`src/rtl/sgdlr_dot_accum.sv`:
```
// rtl/sgdlr_dot_accum.sv - signed product dot-product accumulator with rescale and valid/ready result
// Optional saturation of the narrowed result: define SGDLR_DOT_ACCUM_SAT_EN.
module sgdlr_dot_accum #(
  parameter int PROD_W     = 44,
  parameter int ACC_W      = 54,
  parameter int OUT_W      = 32,
  parameter int FRAC_SHIFT = 12,
  parameter int LEN_W      = 16
) (
  input  logic              clk,
  input  logic              reset,
  input  logic              start,
  input  logic [LEN_W-1:0]  vec_len,
  input  logic              in_valid,
  output logic              in_ready,
  input  logic [PROD_W-1:0] in_data,
  output logic              out_valid,
  input  logic              out_ready,
  output logic [OUT_W-1:0]  out_data,
  output logic              ovf,
  output logic              busy
);

  localparam int S_W = ACC_W - FRAC_SHIFT;

  typedef enum logic [1:0] {IDLE, ACCUM, ROUND, HOLD} state_t;

  state_t             state;
  logic [ACC_W-1:0]   acc;
  logic [LEN_W-1:0]   cnt;
  logic [ACC_W-1:0]   prod_ext;
  logic [S_W-1:0]     s;
  logic [OUT_W-1:0]   narrow_data;
  logic               narrow_ovf;
  logic               beat;

  assign in_ready = (state == ACCUM);
  assign busy     = (state != IDLE);
  assign beat     = in_valid && in_ready;
  assign prod_ext = {{(ACC_W-PROD_W){in_data[PROD_W-1]}}, in_data};

  // Dropping the low FRAC_SHIFT bits of a two's-complement value is a floor shift.
  assign s = acc[ACC_W-1:FRAC_SHIFT];

`ifdef SGDLR_DOT_ACCUM_SAT_EN
  logic [S_W-OUT_W:0] upper;
  assign upper = s[S_W-1:OUT_W-1];

  always_comb begin
    narrow_ovf  = !((upper == '0) || (upper == '1));
    narrow_data = s[OUT_W-1:0];
    if (narrow_ovf)
      narrow_data = s[S_W-1] ? {1'b1, {(OUT_W-1){1'b0}}} : {1'b0, {(OUT_W-1){1'b1}}};
  end
`else
  assign narrow_data = s[OUT_W-1:0];
  assign narrow_ovf  = 1'b0;
`endif

  always_ff @(posedge clk) begin
    if (reset) begin
      state     <= IDLE;
      acc       <= '0;
      cnt       <= '0;
      out_valid <= 1'b0;
      out_data  <= '0;
      ovf       <= 1'b0;
    end else begin
      case (state)
        IDLE: begin
          if (start) begin
            acc <= '0;
            cnt <= vec_len;
            state <= (vec_len == '0) ? ROUND : ACCUM;
          end
        end
        ACCUM: begin
          if (beat) begin
            acc <= acc + prod_ext;
            cnt <= cnt - LEN_W'(1);
            if (cnt == LEN_W'(1))
              state <= ROUND;
          end
        end
        ROUND: begin
          out_data  <= narrow_data;
          ovf       <= narrow_ovf;
          out_valid <= 1'b1;
          state     <= HOLD;
        end
        HOLD: begin
          if (out_ready) begin
            out_valid <= 1'b0;
            state     <= IDLE;
          end
        end
        default: state <= IDLE;
      endcase
    end
  end

endmodule

```
`config.mk`:
```
export PLATFORM = sky130hd
export DESIGN_NAME = sgdlr_dot_accum
export DESIGN_NICKNAME = d
export VERILOG_FILES = /design/src/rtl/sgdlr_dot_accum.sv
export SDC_FILE = /design/constraint.sdc
export NUM_CORES = 1
export LEC_CHECK = 0
export ABC_AREA = 1
export BUFFER_PORTS_ARGS = -buffer_cell sky130_fd_sc_hd__buf_2
export CAP_MARGIN = 20
export CORE_MARGIN = 4
export CORE_UTILIZATION = 47
export CTS_CLUSTER_SIZE = 28
export DETAILED_ROUTE_END_ITERATION = 6
export PLACE_DENSITY_LB_ADDON = 0.25
export SLEW_MARGIN = 10
export SYNTH_ARGS = -nofsm -noshare
export SYNTH_HDL_FRONTEND = slang
export SYNTH_SLANG_ARGS = --single-unit
```
`constraint.sdc`:
```
create_clock -name clk -period 1.95 [get_ports clk]
set_clock_uncertainty 0.05 [all_clocks]
set_input_delay 0.39 -clock clk [delete_from_list [all_inputs] [get_ports clk]]
set_output_delay 0.39 -clock clk [all_outputs]
set_load 0.02 [all_outputs]
```
==> results <==
- The flow ran to the end, but the final reports show violations.
- The final reports fail on negative setup slack.
- The net count after synthesis is 1,377.
- Along the worst path, the maximum fanout reaches 3.
- The power per cell area is 992 nW/µm².
- The post-route clock period utilization is 1.02.
- By startpoint and endpoint, the worst setup path is classified as reg2reg.
- The core region is 15,200 µm².
- The routed metal-1 wire length is 10.7 mm.
- The final routed wirelength across all metal layers is 25.4 mm.
- The element type at the critical path start is a flop.
- The number of global-route vias before repair came to 8,319.
- The overall power of the completed layout is 10,400 µW.
- The worst-case IR drop observed on VDD is 1.02 mV.
- The sum of overflow across all layers after global routing is 0.
- In this run the horizontal extent of the chip is 133 µm.
- In the detailed route, the total length drawn on met2 is 12.3 mm.
- The clock tree from TritonCTS is yes.
- The post-route standard cell area excluding fillers is 10,400 µm².
- The initial DRC count is 684.
- Based on the critical path, the design can be clocked at up to 0.503 GHz.
- STA classifies the critical path endpoint as a flop.
- Across all layers, the routed design uses 8,773 vias.
- The number of distinct library cell variants in the gate-level netlist after synthesis is 38.
- The overall global routing resource usage is 0.270.
- In the final layout, the share of cells above drive strength 1 is 0.325.
- The max-slew violation count was 0.
- The most frequently used flop master after synthesis is dfxtp_1.
- The time the worst path needs with I/O delays and setup is 1990 ps.
- The routed length on met3 is 1.60 mm.
- Detailed placement ended at an HPWL of 18.5 mm.
- Entering global routing, the biggest net connects 55 pins.
- The source-to-sink clock delay at the later pin of the worst-skew pair is 360 ps.
- Port buffering added 99 buffers.
- The worst hold path belongs to the class in2reg.
- The post-synthesis async set-or-reset flop share is 0.
- The analysis attributes to cell leakage a power of 0.00525 µW.
- Once layout is complete, the utilization of the core stands at 0.687.
- The uppermost signal routing layer after detailed routing is met4.
- The worst setup path startpoint is acc[13].
- After detailed routing, the average wire length per cell comes to 15.2 µm.
- Counting along the longest clock path gives a buffer depth of 2.
- Setup repair after global routing could not meet its margin everywhere.
- The total of hold buffers inserted after clock tree synthesis is 0.
- The cell count after synthesis came out at 1,261.
- The number of buffers created by CTS is 9.
- The launch point of the worst hold path is vec_len[0].
- The netlist area before placement is 7300 µm².
- The tool flagged a number of max-cap violations equal to 0.
- The synthesized design contains 0 enable-type register cells.
- For this run, the number of standard cells in the final layout without fillers is 1,672.
- The die is 133 µm tall.
- The repair_antennas step left the layout with diodes totalling 0.
- CTS placed an instance of clkbuf_16 at the clock tree root.
- Counting every sink on the clock net gives 95.
- The layout filler cell count is 1,360.
- For the worst setup path, the data required time is 2200 ps.
- The average instance area after synthesis is 5.79 µm².
- For this run, the detailed router's first-pass iteration total came to 5.
- The congestion estimate from routability-driven global placement came to 1.01.
- Compared with the post-synthesis result, the final layout area differs by 43.1%.
- The Yosys step of the flow raised 0 warnings.
- The data arrival time of the critical path is 2240 ps.
- Summing all placed instances gives a cell area of 8920 µm².
- The floorplan has 45 rows.
- In this run, synthesis produced a sequential element count of 95.
- The number of placed I/O pins is 101.
- The setup total negative slack is -56.4 ps.
- The setup-violating endpoint count in the final report is 2.
- The number of nets in the layout is 1,595.
- The H-tree was split into 3 levels.
- The count of endpoints failing hold in the final timing report came to 0.
- The initial cell density of the core is 0.480.
- The die covers 17,600 µm².
- The count of nets left with antenna violations once routing finished came out at 0.
- The initial antenna violation count is 0.
- The startpoint of the most critical register-to-register path is acc[13].
- Dividing the detail-routed via count by the number of cells gives 5.25.
- The number of remaining DRC errors is 0.
- Clock-pin slew was measured on the worst setup and hold paths at 80 ps.
- The global-route wire length before repair is 39.0 mm.
- Setup slack on the critical path of the routed design comes to -39.7 ps.
- The proportion of synthesized chip area in sequential cells is 0.261.
- The instance count after placement with tap cells included is 1,646.
## stage by stage
stage               setup WS [ps]  hold WS [ps]
detailed placement           -347           412
finish                      -39.7           275
global placement             -352           404
floorplan                   0.802           394
global route                 -172           277
CTS                         -11.5           275
## placed cells by master (no fill, tap or decap), types with 20 or more instances in the layout
cell     count
nand2_2     58
buf_4      129
a21oi_2     20
dfxtp_2     22
nand3_1     47
nor2_1     131
nand2_1    336
inv_1      184
o21ai_0     68
nor2_2      33
dfxtp_1     72
buf_2       99
ha_4        41
a21oi_1     87
## logic make-up (layout without fill, tap and decap cells)
logic type / Yosys count / in the layout / share of synthesized area
fa+ha+maj: 51 / 51 / 0.0885
other cells: 1 / 1 / 0.000514
xor+xnor: 5 / 5 / 0.00600
buf+inv: 222 / 445 / 0.116
simple gates: 676 / 676 / 0.374
compound gates: 211 / 211 / 0.154
flops: 95 / 95 / 0.261
## registers in the layout, summed over array words and instances, names as in the netlist
| register | count |
|---|---|
| acc | 44 |
| out_data | 32 |
| cnt | 16 |
| state | 2 |
| out_valid | 1 |
## report_power, final
group / internal, µW / switching, µW
Sequential: 2350 / 339
Clock: 1140 / 880
Combinational: 2380 / 3270
Total: 5870 / 4490
## final timing paths
kind | endpoint | slack (ps) | cells past startpoint
setup / recovery | acc[20] | -40 | 12
hold / removal | cnt[0] | 270 | 3
setup reg to reg | acc[20] | -40 | 12
hold reg to reg | acc[7] | 440 | 2
## cells in the mapped netlist (4+ instances only)
master    number  area [µm²]
inv_1        187         702
nand4_1        8        50.1
nand2_1      398        1490
o22ai_1        7        43.8
ha_1          50         626
or2_2          8        50.1
clkbuf_1      19        71.3
o21ai_0       75         375
a21oi_1      106         531
nor2_1       167         627
nand3b_1       6        45.0
xor2_1         4        35.0
and2_1         6        37.5
nor4_1         6        37.5
inv_2          4        15.0
nand3_1       67         335
buf_2          9        45.0
dfxtp_1       95        1900
nor3_1         7        35.0
o21bai_1       9        67.6
## what timing repair did
| action | in CTS | in global routing |
|---|---|---|
| cloned | 0 | 0 |
| setup buffers | 1 | 9 |
| pin swaps | 5 | 26 |
| resized for setup | 36 | 211 |
| endpoints found under the setup margin | 22 | 47 |
## worst max-delay path: stages (launching register included)
cell	delay [ps]
dfxtp_4	360
ha_4	220
buf_4	140
nand2_1	70
nand2_1	80
nand2_1	60
nand2_1	90
a21oi_2	210
nand3_4	150
buf_12	160
a21oi_2	120
o21ai_2	80
a21oi_1	130
## area by class of cell
class | instances | area, µm² | share of cell area
multi-input cells | 944 | 5610 | 0.537
flip-flops and latches | 95 | 1930 | 0.185
clock inverters | 7 | 101 | 0.00971
inverters | 191 | 719 | 0.0689
well taps | 188 | 235 | 0.0225
clock buffers | 9 | 225 | 0.0216
repair buffers | 238 | 1620 | 0.155
## routing by layer
| layer | up-vias | track usage |
|---|---|---|
| met5 | - | 0 |
| met2 | 294 | 0.442 |
| met4 | 0 | 0.121 |
| met3 | 54 | 0.0445 |
| met1 | 4001 | 0.350 |
| li1 | 4424 | - |
Power figures use the tool's default switching activity.
